$ cat src/rtl/rv16_mem_arbiter.sv
// ----------------------------------------------------------------------------
// rv16_mem_arbiter
//
// Purpose:
//   Shares one memory port between the instruction-fetch requester and the
//   load/store requester of the RV16 core. Exactly one transaction is in
//   flight at a time. The bus command is registered at grant and held
//   constant until the memory answers with i_mem_ready, or until the wait
//   counter reaches TIMEOUT, in which case the transaction is aborted and the
//   owner receives an error pulse instead of an ack.
//
// Configuration:
//   RV16_ARB_RR_EN  when defined, contention between the two requesters is
//                   resolved round-robin through a 1-bit preference pointer.
//                   When undefined (default), data always beats fetch.
//
// Parameters:
//   TIMEOUT         BUSY cycles without i_mem_ready before abort (1..255).
//
// Ports:
//   clk, rst_n                    clock (rising edge), synchronous active-low reset
//   i_if_req, i_if_addr           fetch request and address
//   o_if_rdata, o_if_ack          fetch read data, completion pulse
//   o_if_err                      fetch timeout pulse
//   i_d_req, i_d_we, i_d_addr     data request, store flag, address
//   i_d_wdata, i_d_size           store data, access size code
//   o_d_rdata, o_d_ack, o_d_err   load data, completion pulse, timeout pulse
//   o_mem_addr, o_mem_wdata       shared memory address / write data
//   o_mem_read, o_mem_write       shared memory strobes (held for the access)
//   o_mem_size                    shared memory size code
//   i_mem_rdata, i_mem_ready      shared memory read data / completion
//   o_if_stall, o_d_stall         combinational stalls back to the core
// ----------------------------------------------------------------------------
module rv16_mem_arbiter #(
    parameter int TIMEOUT = 255
) (
    input  logic        clk,
    input  logic        rst_n,

    // Instruction fetch port
    input  logic        i_if_req,
    input  logic [31:0] i_if_addr,
    output logic [31:0] o_if_rdata,
    output logic        o_if_ack,
    output logic        o_if_err,

    // Data (load/store) port
    input  logic        i_d_req,
    input  logic        i_d_we,
    input  logic [31:0] i_d_addr,
    input  logic [31:0] i_d_wdata,
    input  logic [2:0]  i_d_size,
    output logic [31:0] o_d_rdata,
    output logic        o_d_ack,
    output logic        o_d_err,

    // Shared memory port
    output logic [31:0] o_mem_addr,
    output logic [31:0] o_mem_wdata,
    output logic        o_mem_read,
    output logic        o_mem_write,
    output logic [2:0]  o_mem_size,
    input  logic [31:0] i_mem_rdata,
    input  logic        i_mem_ready,

    // Stalls
    output logic        o_if_stall,
    output logic        o_d_stall
);

    // Fetches are always full-word reads.
    localparam logic [2:0] FETCH_SIZE  = 3'b010;
    localparam logic [7:0] TIMEOUT_CNT = 8'(TIMEOUT);

    typedef enum logic [1:0] {
        IDLE    = 2'd0,
        IF_BUSY = 2'd1,
        D_BUSY  = 2'd2
    } state_t;

    state_t      r_state;
    logic [7:0]  r_wait;

`ifdef RV16_ARB_RR_EN
    // 1 = data is preferred on the next contention, 0 = fetch is preferred.
    logic        r_rr_pref_d;
`endif

    logic [7:0]  w_wait_inc;
    logic        w_timeout;
    logic        w_if_cand;
    logic        w_d_cand;
    logic        w_grant_d;
    logic        w_grant_if;

    // A requester whose ack/err is pulsing this cycle is still holding req
    // from the transaction that just finished; that req is stale and must
    // not start a second transaction. The other requester may be granted.
    assign w_if_cand = i_if_req & ~(o_if_ack | o_if_err);
    assign w_d_cand  = i_d_req  & ~(o_d_ack  | o_d_err);

`ifdef RV16_ARB_RR_EN
    assign w_grant_d = w_d_cand & (~w_if_cand | r_rr_pref_d);
`else
    assign w_grant_d = w_d_cand;
`endif
    assign w_grant_if = w_if_cand & ~w_grant_d;

    // The counter value this BUSY cycle would end with if memory stays silent.
    assign w_wait_inc = r_wait + 8'd1;
    assign w_timeout  = (w_wait_inc == TIMEOUT_CNT);

    assign o_if_stall = i_if_req & ~o_if_ack;
    assign o_d_stall  = i_d_req  & ~o_d_ack;

    always_ff @(posedge clk) begin
        if (!rst_n) begin
            r_state     <= IDLE;
            r_wait      <= 8'd0;
            o_if_rdata  <= 32'd0;
            o_if_ack    <= 1'b0;
            o_if_err    <= 1'b0;
            o_d_rdata   <= 32'd0;
            o_d_ack     <= 1'b0;
            o_d_err     <= 1'b0;
            o_mem_addr  <= 32'd0;
            o_mem_wdata <= 32'd0;
            o_mem_read  <= 1'b0;
            o_mem_write <= 1'b0;
            o_mem_size  <= 3'd0;
`ifdef RV16_ARB_RR_EN
            r_rr_pref_d <= 1'b1;
`endif
        end else begin
            // Completion and error indications are single-cycle pulses.
            o_if_ack <= 1'b0;
            o_if_err <= 1'b0;
            o_d_ack  <= 1'b0;
            o_d_err  <= 1'b0;

            case (r_state)
                IDLE: begin
                    // i_mem_ready is deliberately not looked at here.
                    if (w_grant_d) begin
                        r_state     <= D_BUSY;
                        r_wait      <= 8'd0;
                        o_mem_addr  <= i_d_addr;
                        o_mem_wdata <= i_d_wdata;
                        o_mem_size  <= i_d_size;
                        o_mem_read  <= ~i_d_we;
                        o_mem_write <= i_d_we;
`ifdef RV16_ARB_RR_EN
                        r_rr_pref_d <= 1'b0;
`endif
                    end else if (w_grant_if) begin
                        r_state     <= IF_BUSY;
                        r_wait      <= 8'd0;
                        o_mem_addr  <= i_if_addr;
                        o_mem_wdata <= 32'd0;
                        o_mem_size  <= FETCH_SIZE;
                        o_mem_read  <= 1'b1;
                        o_mem_write <= 1'b0;
`ifdef RV16_ARB_RR_EN
                        r_rr_pref_d <= 1'b1;
`endif
                    end
                end

                IF_BUSY, D_BUSY: begin
                    // The bus command registers are not touched here, so the
                    // command stays stable whatever the requesters do.
                    if (i_mem_ready) begin
                        // Ready is checked first so that it beats a timeout
                        // landing on the same edge. Stores capture too; the
                        // value is simply unused by the core.
                        if (r_state == D_BUSY) begin
                            o_d_ack   <= 1'b1;
                            o_d_rdata <= i_mem_rdata;
                        end else begin
                            o_if_ack   <= 1'b1;
                            o_if_rdata <= i_mem_rdata;
                        end
                        o_mem_read  <= 1'b0;
                        o_mem_write <= 1'b0;
                        r_state     <= IDLE;
                    end else if (w_timeout) begin
                        // Abort: error pulse to the owner, read data untouched.
                        if (r_state == D_BUSY) begin
                            o_d_err <= 1'b1;
                        end else begin
                            o_if_err <= 1'b1;
                        end
                        o_mem_read  <= 1'b0;
                        o_mem_write <= 1'b0;
                        r_wait      <= w_wait_inc;
                        r_state     <= IDLE;
                    end else begin
                        r_wait <= w_wait_inc;
                    end
                end

                default: begin
                    r_state     <= IDLE;
                    o_mem_read  <= 1'b0;
                    o_mem_write <= 1'b0;
                end
            endcase
        end
    end

endmodule
$ cat config.mk
export PLATFORM = sky130hd
export DESIGN_NAME = rv16_mem_arbiter
export DESIGN_NICKNAME = d
export VERILOG_FILES = /design/src/rtl/rv16_mem_arbiter.sv
export SDC_FILE = /design/constraint.sdc
export NUM_CORES = 1
export LEC_CHECK = 0
export ABC_CLOCK_PERIOD_IN_PS = 2750
export BUFFER_PORTS_ARGS = -buffer_cell sky130_fd_sc_hd__buf_2
export CAP_MARGIN = 20
export CORE_MARGIN = 1.5
export CORE_UTILIZATION = 50
export DETAILED_ROUTE_END_ITERATION = 10
export PLACE_DENSITY = 0.89
export SLEW_MARGIN = 20
export SYNTH_ARGS = -nofsm -noshare
export SYNTH_HDL_FRONTEND = slang
export SYNTH_SLANG_ARGS = --single-unit
$ cat constraint.sdc
create_clock -name clk -period 2.75 [get_ports clk]
set_input_delay 0.1375 -clock clk [delete_from_list [all_inputs] [get_ports clk]]
set_output_delay 0.1375 -clock clk [all_outputs]
set_load 0.02 [all_outputs]
# After elaboration in Yosys (flattened, before gate mapping)
# Cells that the tools add are included.
dict set report word_totals {
  output_inout_bits 139
  ff_bits 147
}
dict set report op_classes {
  reduce_logical 11
  bitwise 17
  eq_ne 6
  add_sub_neg 1
  n_mux 25
}
# cell n
set op_table {}
lappend op_table {{$mux 32} 4}
lappend op_table {{$mux 8} 3}
lappend op_table {{$pmux 8 s2} 1}
lappend op_table {{$reduce_and 3->1} 4}
lappend op_table {{$not 1->1} 10}
lappend op_table {{$add 8x1->8 const B} 1}
lappend op_table {{$eq 8x8->1 const B} 1}
lappend op_table {{$mux 1} 8}
lappend op_table {{$mux 2} 4}
lappend op_table {{$mux 3} 2}
lappend op_table {{$ne 3x3->1 const B} 2}
lappend op_table {{$and 1x1->1} 5}
lappend op_table {{$pmux 1 s2} 2}
lappend op_table {{$pmux 2 s2} 1}
lappend op_table {{$reduce_and 2->1} 2}
lappend op_table {{$reduce_bool 2->1} 2}
lappend op_table {{$reduce_or 4->1} 1}
lappend op_table {{$eq 2x1->1 const B} 1}
lappend op_table {{$eq 2x2->1 const B} 1}
lappend op_table {{$logic_not 2->1} 1}
lappend op_table {{$ne 2x2->1 const B} 1}
lappend op_table {{$or 1x1->1} 2}
lappend op_table {{$reduce_or 2->1} 1}

# Logic depth before layout (Yosys ltp)
dict set report logic_depth {
  depth_word 8
  depth_mapped 8
  depth_no_buf 7
}

# Least setup slack after synthesis
# No wires, ideal clock.
dict set report synth_path {
  path_type {register to register}
  start {register r_wait[1]}
  end {register o_if_err}
  arrival_ns 1.697
  n_path_buf 0
  setup_slack_ns 0.981
  setup_time_ns 0.073
  stages_incl_launch_ff 7
  period_less_slack_ns 1.769
  path_cell_list {dfxtp_1 > ha_1 > and3_2 > mux2i_1 > o221ai_2 > or3b_4 > nor3b_2}
}
dict set report synth_via {
  elab_chain_len 4
}
# item line_no
set synth_lines {}
lappend synth_lines {{start, declared} 82} ;# logic [7:0] r_wait;
lappend synth_lines {{start signal, assigned} 195} ;# r_wait <= w_wait_inc;
lappend synth_lines {{start signal, assigned} 198} ;# r_wait <= w_wait_inc;
lappend synth_lines {{$add 8x1->8} 110} ;# assign w_wait_inc = r_wait + 8'd1;
lappend synth_lines {{$eq 8x8->1} 111} ;# assign w_timeout = (w_wait_inc == TIMEOUT_CNT);
lappend synth_lines {{$not 1->1 (no line)} -}
lappend synth_lines {{$reduce_or 4->1 (no line)} -}
lappend synth_lines {{end signal, assigned} 122} ;# o_if_err <= 1'b0;
lappend synth_lines {{end signal, assigned} 137} ;# o_if_err <= 1'b0;
lappend synth_lines {{end signal, assigned} 191} ;# o_if_err <= 1'b1;
lappend synth_lines {{end, declared} 45} ;# output logic o_if_err,
# Every way passes these cells.
# A chain may end at the register's enable or synchronous reset.

# Final worst setup path
dict set report layout_path {
  start {register r_state[0]}
  end {register o_if_rdata[16]}
}
dict set report layout_via {
  elab_chain_len 3
  word_cells_on_any_way 5
  cone_classes {eq/ne: 2; bitwise: 1; reduce/logical: 2}
}
# item line_no
set layout_lines {}
lappend layout_lines {{start, declared} 81} ;# state_t r_state;
lappend layout_lines {{start signal, assigned} 118} ;# r_state <= IDLE;
lappend layout_lines {{start signal, assigned} 145} ;# r_state <= D_BUSY;
lappend layout_lines {{start signal, assigned} 156} ;# r_state <= IF_BUSY;
lappend layout_lines {{$eq 2x2->1 / $eq 2x1->1 (equally long branches)} {141, 176}}
lappend layout_lines {{$reduce_or 2->1 / $not 1->1 (equally long branches)} -}
lappend layout_lines {{$reduce_and 3->1 (no line) (*)} -}
lappend layout_lines {{end signal, assigned} 181} ;# o_if_rdata <= i_mem_rdata;
lappend layout_lines {{end, declared} 43} ;# output logic [31:0] o_if_rdata,
# Every way passes the cells marked *; elsewhere a longest branch is shown, timed or not.

==> impl_metrics.env <==
export IMPL_status="complete, no violations"
export IMPL_drc=0
export IMPL_critPathKind="flip-flop to flip-flop"
export IMPL_fp_dieW_um=113
export IMPL_clock_latency_ns=0.41
export IMPL_yosysUniqueCellTypes=39
export IMPL_routed_via_density=5.32
export IMPL_dpl_worst_slack_ns=0.727
export IMPL_worst_slack_ns=0.706
export IMPL_vias=5950
export IMPL_synth_top_cell_area_share_pct=49.0
export IMPL_start_kind="flip-flop"
export IMPL_clockBufferDepth=2
export IMPL_drtIter0Drc=413
export IMPL_clock_sinks=147
export IMPL_worstPathCellList="inv_1, ha_1, nand2_1, or2_2, nand2_1, a21boi_0"
export IMPL_yosys_cell_count_top_type="nand2_1"
export IMPL_p_leak_nw=4.25
export IMPL_fin_tns_setup_ns=0
export IMPL_slowest_delay_ns=0.55
export IMPL_dp_hpwl_um=11300
export IMPL_cts_root_buf="clkbuf_16"
export IMPL_clock_skew_final_ns=0.00592
export IMPL_postCtsSetupBuffers=0
export IMPL_grt_antenna_before_repair=0
export IMPL_synthesis_area_mm2=0.00601
export IMPL_final_max_slew_violation_count=0
export IMPL_fin_crit_ns=2.04
export IMPL_cts_buffers_inserted=17
export IMPL_place_congestion=0.832
export IMPL_fin_crit_sh_pct=74.3
export IMPL_die_h_um=113
export IMPL_synth_cells=649
export IMPL_rsz0062_at_grt="false"
export IMPL_relSlewSlack_pct=48.5
export IMPL_ant_nets=0
export IMPL_synth_area_leaders="dfxtp_1, nand2_1, a21boi_0"
export IMPL_grt_use_total_pct=28.0
export IMPL_portBuffers=275
export IMPL_grt_max_degree=88
export IMPL_timing_rr_start="r_state[0]$_SDFFE_PN0P_"
export IMPL_p_per_area_mw_per_mm2=694
export IMPL_first_pass_iters=5
export IMPL_areaGrowthSynthToFinish_pct=43.4
export IMPL_fmax_mhz=489
export IMPL_async_flop_share_pct=0
export IMPL_ctsHoldBuffers=58
export IMPL_crit_fanout=32
export IMPL_fin_nets=1104
export IMPL_ys_seq_area_share_pct=49.0
export IMPL_crit_required_ns=3.07
export IMPL_drv_cap=0
export IMPL_pin_count=276
export IMPL_clk_pin_slew_ns=0.06
export IMPL_critPathMostFrequentCell="nand2_1"
export IMPL_cts_tree="done"
export IMPL_avgRoutedWirePerCell_um=16.2
export IMPL_synth_ff_type="dfxtp_1"
export IMPL_critPathBufInv=1
export IMPL_final_hold_violation_count=0
export IMPL_grt_pass1_wl_um=28100
export IMPL_endpoint_kind="flip-flop"
export IMPL_synth_edff_count=0
export IMPL_tightest_slew_ns=0.772
export IMPL_syn_nets=790
export IMPL_startpoint="r_state[0]$_SDFFE_PN0P_"
export IMPL_overflow=0
export IMPL_critPathArrivalTime_ns=2.37
export IMPL_peakVddDrop_mv=0.394
export IMPL_core_mm2=0.0116
export IMPL_drive_gt1_share_pct=34.1
export IMPL_dieArea_mm2=0.0127
export IMPL_antenna_cells=0
export IMPL_cpMaxStageDelayCell="or2_2"
export IMPL_yosys_warnings=0
export IMPL_start_util_pct=51.9
export IMPL_cts_resized=0
export IMPL_rows=39
export IMPL_worst_hold_path_type="input port to flip-flop"
export IMPL_setup_violations=0
export IMPL_synth_commonest_cells="nand2_1, dfxtp_1, a21boi_0, nor2b_1"
export IMPL_synth_seq_cells=147
export IMPL_worstHoldStart="i_mem_rdata[27]"
export IMPL_drt_wl_total_um=18100
export IMPL_grt_pass1_vias=5822
export IMPL_avgSynthCellArea_um2=9.26
export IMPL_htreeDepth=4
export IMPL_fill_cells=807
export IMPL_crit_family="simple AND/OR/NAND/NOR gates"
export IMPL_synth_top_area_cell="dfxtp_1"
==> layout by cell type (no fill, tap or decap), types with 2 or more instances in the layout <==
cell	count
a21boi_0	69
a22oi_1	35
and2_1	4
buf_2	274
buf_4	12
clkbuf_1	3
clkbuf_16	17
clkbuf_8	4
clkinv_2	2
clkinv_4	2
dfxtp_1	147
dlygate4sd3_1	58
ha_1	4
inv_1	4
mux2i_1	36
nand2_1	175
nand2b_1	3
nand3_1	6
nand3b_1	4
nor2_1	4
nor2b_1	39
nor3_1	3
o211a_1	36
o21a_1	4
o221a_2	2
o22ai_1	2
or2_2	2
==> where the power goes <==
part           leakage, nW  total, mW  internal (mW)  switching (mW)
Combinational         2.78       1.35          0.526           0.823
Sequential            1.20       2.44           2.33           0.105
Clock                0.277       2.19           1.34           0.856
Total                 4.25       5.98           4.20            1.78
==> metrics by stage <==
step                area, µm²  hold slack [ns]  util, %  power [mW]  std cells
floorplan                6010            0.282        -        3.29        649
global placement         7470            0.394     64.6        3.71       1029
detailed placement       7470            0.401     64.6        3.74       1029
CTS                      8620        0.0000379     74.5        5.99       1118
global route             8620          0.00677     74.5        6.24       1118
finish                   8620          0.00854     74.5        5.98       1118
==> cells by family (layout without fill, tap and decap cells) <==
family | Yosys count | count (layout) | synth area share (%)
AO/OA/AOI/OAI | 156 | 156 | 21.3
adder cells (fa/ha/maj) | 4 | 4 | 0.833
buffers and inverters | 54 | 380 | 3.71
flip-flops | 147 | 147 | 49.0
multiplexers | 36 | 36 | 6.00
AND/OR/NAND/NOR | 252 | 252 | 19.2
==> layout make-up <==
| type | instances | area, µm² | share of cell area [%] |
|---|---|---|---|
| Timing Repair Buffer | 345 | 2060 | 23.9 |
| Inverter | 4 | 15.0 | 0.174 |
| Clock inverter | 7 | 73.8 | 0.857 |
| Tap cell | 143 | 179 | 2.08 |
| Sequential cell | 147 | 2940 | 34.2 |
| Multi-Input combinational cell | 448 | 2850 | 33.1 |
| Clock buffer | 24 | 492 | 5.71 |
==> tightest hold or removal path, stage by stage <==
cell and delay, ns:
buf_2 0.11, nand2_1 0.05, a21boi_0 0.07
==> per-layer routing <==
| metal | wire, µm | up-vias | track usage (%) |
|---|---|---|---|
| met4 | 715 | 0 | 14.7 |
| met1 | 6840 | 2730 | 30.2 |
| met5 | 0 | - | 0 |
| met3 | 1510 | 61 | 7.45 |
| met2 | 9060 | 309 | 50.4 |
| li1 | - | 2850 | - |
==> flip-flops by register name, summed over array words and instances, names as in the netlist, 2 cells and up <==
register	count
o_d_rdata	32
r_state	2
o_mem_wdata	32
o_if_rdata	32
r_wait	8
o_mem_addr	32
o_mem_size	3
==> path summary, 6_finish.rpt <==
path                                                    end  slack, ns  cells after the start
worst max register to register  o_if_rdata[16]$_SDFFE_PN0P_       0.71                      6
worst min-delay path            o_if_rdata[27]$_SDFFE_PN0P_      0.009                      3
worst min register to register     o_mem_write$_SDFFE_PN0P_       0.46                      2
worst max-delay path            o_if_rdata[16]$_SDFFE_PN0P_       0.71                      6
Note: power is estimated with default switching activity, not from simulation.
